===== config.mk =====
export PLATFORM = sky130hd
export DESIGN_NAME = phase_marker_gen
export DESIGN_NICKNAME = d
export VERILOG_FILES = /design/src/rtl/parafuzz_marker_pkg.sv /design/src/rtl/marker_fifo.sv /design/src/rtl/phase_marker_gen.sv
export SDC_FILE = /design/constraint.sdc
export NUM_CORES = 1
export LEC_CHECK = 0
export BUFFER_PORTS_ARGS = -buffer_cell sky130_fd_sc_hd__buf_2
export CAP_MARGIN = 30
export CORE_AREA = 4 4 90 113
export DETAILED_ROUTE_END_ITERATION = 10
export DIE_AREA = 0 0 94 117
export HOLD_SLACK_MARGIN = 0.08
export PLACE_DENSITY = 0.61
export SLEW_MARGIN = 40
export SYNTH_ARGS = -nofsm -noshare
export SYNTH_HDL_FRONTEND = slang
export SYNTH_SLANG_ARGS = --single-unit
export TNS_END_PERCENT = 20

===== constraint.sdc =====
create_clock -name clock -period 5.79 [get_ports clock]
set_input_delay 0.579 -clock clock [delete_from_list [all_inputs] [get_ports clock]]
set_output_delay 0.579 -clock clock [all_outputs]
set_load 0.05 [all_outputs]

===== src/rtl/parafuzz_marker_pkg.sv =====
// Shared definitions for the phase-marker encoder: phase ids, the
// instruction field constants and the marker word encoder.
package parafuzz_marker_pkg;

  typedef enum logic [2:0] {
    PH_VCTM  = 3'd0,
    PH_DELAY = 3'd1,
    PH_TEXE  = 3'd2,
    PH_LEAK  = 3'd3,
    PH_INIT  = 3'd4,
    PH_BIM   = 3'd5,
    PH_TRAIN = 3'd6
  } phase_e;

  localparam logic [2:0]  PHASE_ILLEGAL = 3'd7;
  localparam logic [31:0] INST_NOP      = 32'h0000_0013;
  localparam logic [6:0]  SLTI_OPC      = 7'h13;
  localparam logic [2:0]  SLTI_FUNCT3   = 3'b010;

  // slti x0,x0,imm with imm = {8'd0, phase, is_end}
  function automatic logic [31:0] marker_enc(input logic [2:0] phase, input logic is_end);
    return {8'd0, phase, is_end, 5'd0, SLTI_FUNCT3, 5'd0, SLTI_OPC};
  endfunction

endpackage


===== src/rtl/marker_fifo.sv =====
// Small request FIFO holding {phase,end} entries. Storage is a register
// array; the head entry is visible the cycle after it is written so an
// empty FIFO forwards a new request with one cycle of latency.
// The caller must never push when full or pop when empty.
module marker_fifo #(
  parameter int DEPTH = 4
) (
  input  logic                     clock,
  input  logic                     reset,
  input  logic                     push,
  input  logic [3:0]               push_data,
  input  logic                     pop,
  output logic [3:0]               head,
  output logic                     full,
  output logic                     empty,
  output logic [$clog2(DEPTH):0]   level
);

  localparam int AW = $clog2(DEPTH);

  logic [3:0]    mem [DEPTH];
  logic [AW-1:0] wr_ptr_reg;
  logic [AW-1:0] rd_ptr_reg;
  logic [AW:0]   level_reg;

  // Entry storage; no reset so it maps onto plain memory
  always_ff @(posedge clock) begin
    if (push) begin
      mem[wr_ptr_reg] <= push_data;
    end
  end

  // Pointer and occupancy bookkeeping
  always_ff @(posedge clock) begin
    if (reset) begin
      wr_ptr_reg <= '0;
      rd_ptr_reg <= '0;
      level_reg  <= '0;
    end else begin
      if (push) wr_ptr_reg <= wr_ptr_reg + 1'b1;
      if (pop)  rd_ptr_reg <= rd_ptr_reg + 1'b1;
      case ({push, pop})
        2'b10:   level_reg <= level_reg + 1'b1;
        2'b01:   level_reg <= level_reg - 1'b1;
        default: level_reg <= level_reg;
      endcase
    end
  end

  assign head  = mem[rd_ptr_reg];
  assign level = level_reg;
  assign full  = (level_reg == (AW+1)'(DEPTH));
  assign empty = (level_reg == '0);

endmodule


===== src/rtl/phase_marker_gen.sv =====
// Phase-marker transmitter: checks phase nesting on incoming requests,
// buffers legal ones and emits them as slti x0,x0,imm marker words.
// Optional feature macro MARKER_GAP_EN: after every marker handshake,
// GAP_LEN NOP words are emitted, each needing its own handshake.
module phase_marker_gen
  import parafuzz_marker_pkg::*;
#(
  parameter int DEPTH   = 4,
  parameter int GAP_LEN = 2
) (
  input  logic        clock,
  input  logic        reset,
  input  logic        req_valid,
  output logic        req_ready,
  input  logic [2:0]  req_phase,
  input  logic        req_end,
  output logic        inst_valid,
  input  logic        inst_ready,
  output logic [31:0] inst_bits,
  output logic        open_valid,
  output logic [2:0]  open_phase,
  output logic        err_sticky,
  output logic [7:0]  err_count,
  output logic [31:0] emit_count
);

  localparam int LW = $clog2(DEPTH) + 1;

  localparam logic [1:0] ST_IDLE = 2'd0;
  localparam logic [1:0] ST_MARK = 2'd1;
`ifdef MARKER_GAP_EN
  localparam logic [1:0] ST_GAP  = 2'd2;
`endif

  logic          fifo_full;
  logic          fifo_empty;
  logic [3:0]    fifo_head;
  logic [LW-1:0] fifo_level;
  logic [LW-1:0] level_next;

  logic accept;
  logic req_legal;
  logic push;
  logic pop;
  logic handshake;
  logic in_gap;
  logic have_next;

  logic [1:0]  state_reg, state_next;
  logic        open_valid_reg;
  logic [2:0]  open_phase_reg;
  logic        err_sticky_reg;
  logic [7:0]  err_count_reg;
  logic [31:0] emit_count_reg;
`ifdef MARKER_GAP_EN
  logic [7:0]  gap_cnt_reg, gap_cnt_next;
`endif

  marker_fifo #(.DEPTH(DEPTH)) u_fifo (
    .clock     (clock),
    .reset     (reset),
    .push      (push),
    .push_data ({req_phase, req_end}),
    .pop       (pop),
    .head      (fifo_head),
    .full      (fifo_full),
    .empty     (fifo_empty),
    .level     (fifo_level)
  );

  // Legality against the open state as it stood before this request
  always_comb begin
    req_legal = 1'b0;
    if (req_phase != PHASE_ILLEGAL) begin
      if (!req_end) req_legal = !open_valid_reg;
      else          req_legal = open_valid_reg && (req_phase == open_phase_reg);
    end
  end

  // Illegal requests are still consumed so the requester never stalls on them
  assign req_ready = !fifo_full;
  assign accept    = req_valid && !fifo_full;
  assign push      = accept && req_legal;

`ifdef MARKER_GAP_EN
  assign in_gap = (state_reg == ST_GAP);
`else
  assign in_gap = 1'b0;
`endif

  assign inst_valid = in_gap || !fifo_empty;
  assign handshake  = inst_valid && inst_ready;
  assign pop        = handshake && !in_gap;
  assign level_next = fifo_level + LW'(push) - LW'(pop);
  assign have_next  = (level_next != '0);

  // Output word: NOP during a gap, otherwise the encoded FIFO head
  always_comb begin
    inst_bits = 32'd0;
    if (in_gap)           inst_bits = INST_NOP;
    else if (!fifo_empty) inst_bits = marker_enc(fifo_head[3:1], fifo_head[0]);
  end

  // Presentation FSM next-state
  always_comb begin
    state_next = have_next ? ST_MARK : ST_IDLE;
`ifdef MARKER_GAP_EN
    gap_cnt_next = gap_cnt_reg;
    if (in_gap) begin
      state_next = ST_GAP;
      if (handshake) begin
        if (gap_cnt_reg <= 8'd1) state_next = have_next ? ST_MARK : ST_IDLE;
        else                     gap_cnt_next = gap_cnt_reg - 8'd1;
      end
    end else if (pop && (GAP_LEN != 0)) begin
      state_next   = ST_GAP;
      gap_cnt_next = 8'(GAP_LEN);
    end
`endif
  end

  // FSM state registers
  always_ff @(posedge clock) begin
    if (reset) begin
      state_reg <= ST_IDLE;
`ifdef MARKER_GAP_EN
      gap_cnt_reg <= 8'd0;
`endif
    end else begin
      state_reg <= state_next;
`ifdef MARKER_GAP_EN
      gap_cnt_reg <= gap_cnt_next;
`endif
    end
  end

  // Open-phase tracking, error accounting and marker counter
  always_ff @(posedge clock) begin
    if (reset) begin
      open_valid_reg <= 1'b0;
      open_phase_reg <= 3'd0;
      err_sticky_reg <= 1'b0;
      err_count_reg  <= 8'd0;
      emit_count_reg <= 32'd0;
    end else begin
      if (push) begin
        open_valid_reg <= !req_end;
        if (!req_end) open_phase_reg <= req_phase;
      end
      if (accept && !req_legal) begin
        err_sticky_reg <= 1'b1;
        if (err_count_reg != 8'hFF) err_count_reg <= err_count_reg + 8'd1;
      end
      if (pop) emit_count_reg <= emit_count_reg + 32'd1;
    end
  end

  assign open_valid = open_valid_reg;
  assign open_phase = open_phase_reg;
  assign err_sticky = err_sticky_reg;
  assign err_count  = err_count_reg;
  assign emit_count = emit_count_reg;

endmodule


==> results by group <==
Route
  • Number of nets with antenna violations after detailed routing: 0
  • Vias: 2,613
  • DRC Markers: 0
  • Post-Route WL: 7.148 mm
  • Pre-Repair DR Iteration Count: 4
  • Avg Vias per Cell: 4.848
  • Detailed router's first-iteration violation count: 178
  • Routed len/inst: 13.26 µm

STA
  • Share of the cycle needed by the critical path after routing: 0.4710
  • Slew headroom: 0.5294
  • Fmax achieved: 366.7 MHz
  • Tightest Pin Transition: 0.6968 ns
  • RSZ-0062 raised after global routing: no
  • Pins Over Slew Limit: 0
  • Number of hold violations in the final report: 0
  • Shortest period the worst path allows: 2.727 ns
  • Final TNS setup: 0 ns
  • Post-Route Skew: 0.005141 ns
  • Final Setup Violations: 0

Cells and area
  • Final design instance area without fill: 4061 µm²
  • Cell Count, Final, Fillers Out: 539
  • Antenna diode count: 0
  • Synth-to-layout area growth: 17.14%
  • Layout Utilization: 0.4475
  • Nets: 427
  • Fraction of layout cells with a size suffix above 1: 0.2404
  • Flip-flop count of the largest register after layout: 32

Floorplanning
  • Initial standard-cell utilization of the core: 0.3820
  • I/O pin cnt: 87
  • Number of rows created at floorplan: 39
  • Die W: 94 µm
  • Core region area: 9076 µm²
  • Die area: 11,000 µm²
  • Vertical extent of the die: 117 µm

Power and ir drop
  • Fraction of power consumed by sequential logic: 0.375
  • Part of the total power dissipated in the clock network: 0.370
  • Static power due to leakage: 1.617 nW
  • Switching share of total power: 0.3561
  • Pwr per Cell Area: 362.7 nW/µm²
  • Reported net switching power: 524.5 µW
  • Total power: 1.473 mW
  • Int Pwr: 948.4 µW
  • Max IR drop VDD: 164.0 µV
  • Combinational share of power: 0.255

Placed design
  • Number of port buffers: 62
  • RePlAce Congestion: 0.7655
  • Cell area after placement: 3761 µm²
  • Total instance count after detailed placement: 523
  • Half-perimeter wire length after detailed placement: 5.187 mm

Global routing
  • GRT Overall Usage: 0.1353
  • Antenna violations before repair: 0
  • First-pass GRT wire length: 11.67 mm
  • Maximum number of pins on one net before global-route repair: 54
  • Total gr overflow: 0
  • Via count of the first global-routing pass: 2,474

Hold path
  • Hold crit path type: flop to flop
  • Min-Delay Path Depth: 1
  • Source of the worst hold timing path: err_sticky
  • Destination of the worst hold path: err_sticky

Synth
  • Flip-flop and latch count after synthesis: 70
  • Warnings from Yosys: 0
  • Post-synthesis cell type count: 52
  • Post-synthesis cell type with the largest combined area: sky130_fd_sc_hd__dfxtp_1
  • Dominant cell by count in the synthesized netlist: sky130_fd_sc_hd__dfxtp_1
  • List of most frequent post-synthesis cells: sky130_fd_sc_hd__dfxtp_1 (54), sky130_fd_sc_hd__nor2_1 (46), sky130_fd_sc_hd__buf_4 (29)
  • Biggest area contributors in the synthesized netlist: sky130_fd_sc_hd__dfxtp_1 (31%), sky130_fd_sc_hd__edfxtp_1 (14%), sky130_fd_sc_hd__xnor2_1 (6.3%)
  • Fraction of registers with async set or reset after synthesis: 0
  • Cell area after synthesis: 3467 µm²
  • Synth Flop Type: sky130_fd_sc_hd__dfxtp_1
  • Synth Instances: 355
  • Part of the Yosys area used for sequential elements: 0.4504
  • Number of enable-type register cells in the synthesized netlist: 16
  • Average instance area after synthesis: 9.766 µm²
  • Area share of the largest cell type after synthesis: 0.3118

CTS
  • Buffers inserted by post-CTS timing repair: 0
  • Clock tree from TritonCTS: built
  • Cts-stage hold buffer count: 0
  • Clk Latency, worst-skew pair: 0.33 ns
  • Max clock buf depth: 2
  • Clock root cell: sky130_fd_sc_hd__clkbuf_16
  • Number of buffers inserted during clock tree synthesis: 9
  • Post-cts sizing count: 0
  • Htree depth: 3
  • Clock slew at reported path FFs: 0.06 ns
  • Clk sinks: 70

Setup path
  • Startpoint type of the worst setup path: flop
  • Reg2Reg Setup Slack: 3.06 ns
  • Worst Reg-to-Reg Cells: 9
  • Crit. End Element: flop
  • Critical path peak fanout: 7
  • Data required time of the critical path: 6.04 ns
  • Critical register-to-register path endpoint: u_fifo.level[2]
  • Startpoint-to-endpoint class of the critical path: flop to flop
  • Crit path DAT: 2.98 ns
  • Reg-to-Reg Start: u_fifo.level[2]

Job
  • Count of maximum capacitance violations: 0

Outcome
  • Run status: complete, no violations
worst max-delay path, stage by stage, from the launching register on:
cell and delay, ns:
sky130_fd_sc_hd__dfxtp_1 0.39, sky130_fd_sc_hd__or3b_2 0.51, sky130_fd_sc_hd__and2_1 0.25, sky130_fd_sc_hd__nand3_1 0.20, sky130_fd_sc_hd__ha_1 0.22, sky130_fd_sc_hd__inv_1 0.06
sky130_fd_sc_hd__fa_1 0.38, sky130_fd_sc_hd__xor2_1 0.16, sky130_fd_sc_hd__or3_1 0.30, sky130_fd_sc_hd__a21oi_1 0.16
placed cells by master (no fill, tap or decap), types with 8 or more instances in the layout:
| master | Yosys | final |
|---|---|---|
| sky130_fd_sc_hd__or3_1 | 9 | 9 |
| sky130_fd_sc_hd__edfxtp_1 | 16 | 16 |
| sky130_fd_sc_hd__buf_2 | 2 | 61 |
| sky130_fd_sc_hd__a21oi_1 | 12 | 12 |
| sky130_fd_sc_hd__conb_1 | 1 | 24 |
| sky130_fd_sc_hd__nand4_1 | 8 | 8 |
| sky130_fd_sc_hd__nand2_1 | 17 | 17 |
| sky130_fd_sc_hd__nor4_1 | 8 | 8 |
| sky130_fd_sc_hd__dfxtp_1 | 54 | 54 |
| sky130_fd_sc_hd__nand3_1 | 14 | 14 |
| sky130_fd_sc_hd__inv_1 | 11 | 11 |
| sky130_fd_sc_hd__clkbuf_16 | 0 | 9 |
| sky130_fd_sc_hd__nor2_1 | 46 | 46 |
| sky130_fd_sc_hd__and3_1 | 9 | 9 |
| sky130_fd_sc_hd__xnor2_1 | 25 | 25 |
final cells by class:
class,instances,area (µm²)
clock inverter,7,75.07
timing repair buffer,63,320.3
sequential,70,1562
multi-input combinational,256,1684
inverter,11,41.29
fill,903,5015
clock buffer,9,225.2
tap,123,153.9
layer usage:
layer	global-route usage	up-vias	wire, µm
met5	0	-	0
met4	0.07033	0	170
met3	0.03389	14	318
met2	0.2255	64	3531
met1	0.1614	1225	3129
li1	-	1310	-
power groups by stage:
stage                     combinational (mW)  clock (mW)  sequential, mW
after floorplan                        0.324           0           0.581
after global placement                 0.375           0           0.561
after detailed placement               0.380           0           0.563
after CTS                              0.381       0.559           0.552
after global routing                   0.407       0.578           0.556
final                                  0.376       0.545           0.552
worst max-delay path by stage:
stage	startpoint	to	slack (ns)	cells past startpoint
after CTS	u_fifo.level[2]	u_fifo.level[2]	3.06	9
after floorplan	u_fifo.level[2]	u_fifo.level[2]	3.11	9
after detailed placement	req_phase[0]	u_fifo.level[2]	2.78	10
after global placement	req_phase[0]	u_fifo.level[2]	2.87	10
after global routing	req_phase[0]	u_fifo.level[2]	2.82	10
final	u_fifo.level[2]	u_fifo.level[2]	3.06	9
cells by family (layout without fill, tap and decap cells):
group | Yosys count | in the layout | synth area share
simple gates | 146 | 146 | 0.2328
flops | 70 | 70 | 0.4504
buf+inv | 52 | 90 | 0.08878
compound gates | 34 | 34 | 0.06569
xor+xnor | 32 | 32 | 0.08084
mux | 12 | 12 | 0.04944
fa+ha+maj | 8 | 8 | 0.03103
other cells | 1 | 24 | 0.001082
per-stage QoR:
step	hold WS, ns	worst slack (ns)
after floorplan	0.4847	3.115
after global routing	0.4915	2.823
after CTS	0.4753	3.055
final	0.4715	3.063
after global placement	0.4493	2.874
after detailed placement	0.4615	2.784
(Power assumes the default switching activity.)
